`src/rtl/morse_key_decoder.sv`:
```
// Morse receive decoder: synchronises and debounces a raw key, times marks/spaces against a dit unit, emits A..Z codes.
// Latency: char_valid rises 3 units after the last debounced release; no backpressure, pulses are one cycle and must be taken.
module morse_key_decoder #(
    parameter int UNIT_CYCLES = 12500000,
    parameter int DEB_CYCLES  = 500000,
    parameter int CNT_W       = 28
) (
    input  logic       iCLK,
    input  logic       rst,
    input  logic       key_n,
    input  logic       en,
    output logic       char_valid,
    output logic [4:0] char_code,
    output logic [4:0] sym_pattern,
    output logic [2:0] sym_len,
    output logic       word_gap,
    output logic       err,
    output logic       key_led,
    output logic       busy
);
    localparam int DEB_W = $clog2(DEB_CYCLES + 1);
    localparam logic [DEB_W-1:0] DEB_LAST = DEB_W'(DEB_CYCLES - 1);
    localparam logic [CNT_W-1:0] DASH_MIN = CNT_W'(2 * UNIT_CYCLES);
    localparam logic [CNT_W-1:0] EMIT_AT  = CNT_W'(3 * UNIT_CYCLES - 1);
    localparam logic [CNT_W-1:0] WORD_AT  = CNT_W'(7 * UNIT_CYCLES - 1);

    typedef enum logic [1:0] {IDLE, MARK, SPACE, GAP} state_t;

    state_t           state, state_nxt;
    logic             sync1, sync2, key_db, key_db_d;
    logic [DEB_W-1:0] deb_cnt;
    logic [CNT_W-1:0] cnt;
    logic [4:0]       pat;
    logic [2:0]       len;
    logic             ovf;
    logic             rise, fall, emit, push, wg_hit, sym_dash;
    logic [4:0]       code;

    function automatic logic [4:0] lookup(input logic [2:0] l, input logic [4:0] p);
        case ({l, p})
            {3'd2, 5'b00010}: return 5'd0;
            {3'd4, 5'b00001}: return 5'd1;
            {3'd4, 5'b00101}: return 5'd2;
            {3'd3, 5'b00001}: return 5'd3;
            {3'd1, 5'b00000}: return 5'd4;
            {3'd4, 5'b00100}: return 5'd5;
            {3'd3, 5'b00011}: return 5'd6;
            {3'd4, 5'b00000}: return 5'd7;
            {3'd2, 5'b00000}: return 5'd8;
            {3'd4, 5'b01110}: return 5'd9;
            {3'd3, 5'b00101}: return 5'd10;
            {3'd4, 5'b00010}: return 5'd11;
            {3'd2, 5'b00011}: return 5'd12;
            {3'd2, 5'b00001}: return 5'd13;
            {3'd3, 5'b00111}: return 5'd14;
            {3'd4, 5'b00110}: return 5'd15;
            {3'd4, 5'b01011}: return 5'd16;
            {3'd3, 5'b00010}: return 5'd17;
            {3'd3, 5'b00000}: return 5'd18;
            {3'd1, 5'b00001}: return 5'd19;
            {3'd3, 5'b00100}: return 5'd20;
            {3'd4, 5'b01000}: return 5'd21;
            {3'd3, 5'b00110}: return 5'd22;
            {3'd4, 5'b01001}: return 5'd23;
            {3'd4, 5'b01101}: return 5'd24;
            {3'd4, 5'b00011}: return 5'd25;
            default:          return 5'd31;
        endcase
    endfunction

    always_ff @(posedge iCLK) begin
        if (rst) begin
            sync1    <= 1'b0;
            sync2    <= 1'b0;
            key_db   <= 1'b0;
            key_db_d <= 1'b0;
            deb_cnt  <= '0;
        end else begin
            sync1    <= ~key_n;
            sync2    <= sync1;
            key_db_d <= key_db;
            if (sync2 == key_db) begin
                deb_cnt <= '0;
            end else if (deb_cnt == DEB_LAST) begin
                key_db  <= ~key_db;
                deb_cnt <= '0;
            end else begin
                deb_cnt <= deb_cnt + DEB_W'(1);
            end
        end
    end

    assign rise = key_db & ~key_db_d;
    assign fall = ~key_db & key_db_d;

    // cnt holds the number of cycles elapsed since the last debounced edge
    always_ff @(posedge iCLK) begin
        if (rst)              cnt <= '0;
        else if (rise | fall) cnt <= CNT_W'(1);
        else if (cnt != '1)   cnt <= cnt + CNT_W'(1);
    end

    assign sym_dash = (cnt >= DASH_MIN);
    assign code     = ovf ? 5'd31 : lookup(len, pat);

    always_comb begin
        state_nxt = state;
        emit      = 1'b0;
        push      = 1'b0;
        wg_hit    = 1'b0;
        if (!en) begin
            state_nxt = IDLE;
        end else begin
            case (state)
                IDLE:  if (rise) state_nxt = MARK;
                MARK:  if (fall) begin
                           push      = 1'b1;
                           state_nxt = SPACE;
                       end
                SPACE: if (cnt == EMIT_AT) begin
                           emit      = 1'b1;
                           state_nxt = rise ? MARK : GAP;
                       end else if (rise) begin
                           state_nxt = MARK;
                       end
                GAP:   if (rise) begin
                           state_nxt = MARK;
                       end else if (cnt == WORD_AT) begin
                           wg_hit    = 1'b1;
                           state_nxt = IDLE;
                       end
                default: state_nxt = IDLE;
            endcase
        end
    end

    always_ff @(posedge iCLK) begin
        if (rst) begin
            state       <= IDLE;
            pat         <= '0;
            len         <= '0;
            ovf         <= 1'b0;
            char_valid  <= 1'b0;
            char_code   <= 5'd31;
            sym_pattern <= '0;
            sym_len     <= '0;
            word_gap    <= 1'b0;
            err         <= 1'b0;
        end else begin
            state      <= state_nxt;
            char_valid <= emit;
            word_gap   <= wg_hit;
            err        <= emit && (code == 5'd31);
            if (!en) begin
                pat <= '0;
                len <= '0;
                ovf <= 1'b0;
            end else if (emit) begin
                sym_pattern <= pat;
                sym_len     <= len;
                char_code   <= code;
                pat         <= '0;
                len         <= '0;
                ovf         <= 1'b0;
            end else if (push) begin
                // a sixth symbol cannot be stored; the letter is flagged instead
                if (len < 3'd5) begin
                    pat <= pat | (5'(sym_dash) << len);
                    len <= len + 3'd1;
                end else begin
                    ovf <= 1'b1;
                end
            end
        end
    end

    assign key_led = key_db;
    assign busy    = (state == MARK) || (state == SPACE);
endmodule

```
`config.mk`:
```
export PLATFORM = sky130hd
export DESIGN_NAME = morse_key_decoder
export DESIGN_NICKNAME = d
export VERILOG_FILES = /design/src/rtl/morse_key_decoder.sv
export SDC_FILE = /design/constraint.sdc
export NUM_CORES = 1
export LEC_CHECK = 0
export BUFFER_PORTS_ARGS = -buffer_cell sky130_fd_sc_hd__buf_2
export CAP_MARGIN = 5
export CORE_MARGIN = 1
export CORE_UTILIZATION = 55
export CTS_CLUSTER_SIZE = 12
export DETAILED_ROUTE_END_ITERATION = 8
export GPL_ROUTABILITY_DRIVEN = 0
export PLACE_DENSITY = 0.73
export SLEW_MARGIN = 20
export SYNTH_ARGS = -nofsm -noshare
export SYNTH_HDL_FRONTEND = slang
export SYNTH_SLANG_ARGS = --single-unit
```
`constraint.sdc`:
```
create_clock -name iCLK -period 6.3 [get_ports iCLK]
set_input_delay 0.315 -clock iCLK [delete_from_list [all_inputs] [get_ports iCLK]]
set_output_delay 0.315 -clock iCLK [all_outputs]
set_load 0.1 [all_outputs]
```
==> Implementation_results.wiki <==
{| class="wikitable"
! Metric !! Value
|-
| Count of nets left with antenna violations after detail routing || 0
|-
| DRC viols || 0
|-
| Final period util || 36.7%
|-
| N_diodes || 0
|-
| Outcome || complete, no violations
|-
| Worst min-delay path class || input pin to flop
|-
| Port Buf Inserts || 21
|-
| Distinct cell type count of the synthesized netlist || 65
|-
| CP startpoint kind || flop
|-
| Register bit count reported by yosys || 78
|-
| Data required time at the worst endpoint || 6.55 ns
|-
| Overall global routing resource usage || 23.9%
|-
| First-pass DRT Iterations || 4
|-
| Maximum achievable frequency || 432 MHz
|-
| YS warnings || 0
|-
| Most used cells in the layout excluding fill and tap cells || sky130_fd_sc_hd__dfxtp_1, sky130_fd_sc_hd__nor2_1, sky130_fd_sc_hd__nand2_1, sky130_fd_sc_hd__a21oi_1, sky130_fd_sc_hd__nand3_1
|-
| Number of setup buffers added after CTS || 0
|-
| Overall die height || 88.6 µm
|-
| Worst-skew pair later-pin latency || 0.36 ns
|-
| Post-layout nets || 522
|-
| Top flip-flop cell by instance count after synthesis || sky130_fd_sc_hd__dfxtp_1
|-
| Syn avg cell area || 8.30 µm²
|-
| Clock slew seen by the registers of the worst setup and hold paths || 0.09 ns
|-
| CTS Sinks || 78
|-
| Buffer depth of the longest clock path || 2
|-
| Number of vias per cell || 5.79
|-
| Maximum number of pins on one net before global-route repair || 28
|-
| HPWL Detailed || 6160 µm
|-
| Cell depth of the worst min-delay path || 2
|-
| Initial standard-cell utilization of the core || 56.9%
|-
| Register-to-register setup slack || 3.99 ns
|-
| GR Overflow Total || 0
|-
| Most common library cell in the layout ignoring fill and taps || sky130_fd_sc_hd__dfxtp_1
|-
| Data arrival at the endpoint of the critical path || 2.56 ns
|-
| Initial antenna violation count || 0
|-
| Total power per unit cell area || 196 nW/µm²
|-
| Hold Buf Count CTS || 0
|-
| Average wire per standard cell || 14.2 µm
|-
| Layout-stage area growth over the synthesis result || 7.49%
|-
| Nature of the critical path endpoint || flop
|-
| Number of global-route vias before repair || 3082
|-
| Floorplan die area || 7850 µm²
|-
| Post-route clock skew || 0.0128 ns
|-
| Cts repair resizes || 0
|-
| Number of fill cells || 666
|-
| Total number of vias || 3541
|-
| Share of synthesized area occupied by flip-flops and latches || 37.8%
|-
| Std-Cell Rows || 31
|-
| Number of instances in the synthesized netlist || 497
|-
| Max-slew headroom at the worst pin || 34.3%
|-
| Die width || 88.6 µm
|-
| Starting DRT DRC Count || 176
|-
| Worst supply voltage drop on vdd || 0.124 mV
|-
| Clock tree from TritonCTS || yes
|-
| Root buffer selected by CTS || sky130_fd_sc_hd__clkbuf_8
|-
| Share of async-settable or async-resettable flops after synthesis || 0%
|-
| Critical path fanouts, max || 15
|-
| Number of CTS-inserted buffers || 9
|-
| Number of ports placed on the die boundary || 22
|-
| Global-route wire length before repair || 14300 µm
|-
| Summed instance area of the synthesized netlist || 4130 µm²
|-
| Total negative slack || 0 ns
|-
| RSZ-0062 raised after global routing || no
|-
| Leakage power total || 1.52 nW
|-
| Worst Setup Path Type || flop to flop
|-
| Syn nets || 511
|-
| Number of enable flip-flop cells after synthesis || 0
|-
| Slew Viols, Final || 0
|-
| Final setup violation count || 0
|-
| # H-tree levels || 3
|-
| Final hold violation count || 0
|-
| Transition time of the tightest slew-check pin || 0.986 ns
|-
| Register-to-Register Path Depth || 6
|-
| Clock period minus final worst setup slack || 2.31 ns
|-
| Ratio of cells with drive above 1 in the final layout || 11.9%
|-
| Core outline area || 7250 µm²
|-
| Total routed wirelength || 8660 µm
|-
| Total power draw || 0.871 mW
|-
| Reported max-cap violation count || 0
|}
## kinds of logic (layout without fill, tap and decap cells)
| logic type | Yosys count | count (layout) | share of synthesized area (%) |
|---|---|---|---|
| mux | 6 | 6 | 1.46 |
| buf+inv | 38 | 54 | 4.21 |
| compound gates | 71 | 71 | 11.2 |
| fa+ha+maj | 10 | 10 | 3.03 |
| xor+xnor | 40 | 40 | 8.49 |
| flops | 78 | 78 | 37.8 |
| simple gates | 254 | 254 | 33.7 |
## critical path, cell delays in order (launching register included)
cell and delay (ns):
sky130_fd_sc_hd__dfxtp_1 0.60, sky130_fd_sc_hd__nor4b_1 0.64, sky130_fd_sc_hd__and3_1 0.26, sky130_fd_sc_hd__a31oi_1 0.05
sky130_fd_sc_hd__o311a_1 0.19, sky130_fd_sc_hd__a2111oi_2 0.38, sky130_fd_sc_hd__o21bai_1 0.09
## synth_stat cells (10+ instances only)
library cell / number / area [µm²]
sky130_fd_sc_hd__nor2_1: 65 / 244
sky130_fd_sc_hd__nor2b_1: 10 / 62.6
sky130_fd_sc_hd__buf_2: 12 / 60.1
sky130_fd_sc_hd__inv_1: 16 / 60.1
sky130_fd_sc_hd__a21oi_1: 31 / 155
sky130_fd_sc_hd__nand2_1: 44 / 165
sky130_fd_sc_hd__ha_1: 10 / 125
sky130_fd_sc_hd__dfxtp_1: 78 / 1560
sky130_fd_sc_hd__o21ai_0: 12 / 60.1
sky130_fd_sc_hd__nor3_1: 22 / 110
sky130_fd_sc_hd__nand3_1: 25 / 125
sky130_fd_sc_hd__xnor2_1: 22 / 193
sky130_fd_sc_hd__nand4_1: 13 / 81.3
sky130_fd_sc_hd__xor2_1: 18 / 158
## metal layers
layer | track usage (%) | up-vias | share of wire, %
met5 | 0 | - | 0
met4 | 12.8 | 0 | 3.0
met3 | 4.57 | 27 | 3.8
met2 | 38.4 | 95 | 46
met1 | 30.3 | 1644 | 47
li1 | - | 1775 | -
## power by group
part | internal (mW) | switching (mW) | total [mW] | leakage [nW]
clock | 0.151 | 0.207 | 0.359 | 0.0927
combinational | 0.00474 | 0.0103 | 0.0150 | 0.801
sequential | 0.495 | 0.00207 | 0.497 | 0.629
## stage by stage
stage	setup slack, ns	utilization (%)	instance area, µm²	hold WS [ns]	instances
2_1_floorplan	4.03	-	4130	0.382	497
3_3_place_gp	4.08	58.6	4250	0.418	596
3_5_place_dp	4.02	58.6	4250	0.443	596
4_1_cts	3.99	61.2	4440	0.0969	612
5_1_grt	3.81	61.2	4440	0.111	612
6_report	3.99	61.2	4440	0.112	612
## registers in the layout (all words and copies together), names as in the netlist, 2 cells and up
name,flops
char_code,5
deb_cnt,19
sym_pattern,5
len,3
sym_len,3
pat,5
cnt,28
state,2
## worst paths after layout
path	end	start
setup / recovery	char_code[1]$_SDFFE_PP1P_	len[2]$_SDFFE_PP0P_
hold / removal	sync1$_SDFF_PP0_	key_n
setup reg to reg	char_code[1]$_SDFFE_PP1P_	len[2]$_SDFFE_PP0P_
hold reg to reg	sync2$_SDFF_PP0_	sync1$_SDFF_PP0_
## final cells by class
class	count	area, µm²	share of cell area (%)
Multi-Input combinational cell	381	2390	53.9
Sequential cell	78	1560	35.2
Clock buffer	9	124	2.79
Tap cell	99	124	2.79
Timing Repair Buffer	22	113	2.54
Clock inverter	7	62.6	1.41
Inverter	16	60.1	1.35
(Power assumes the default switching activity.)
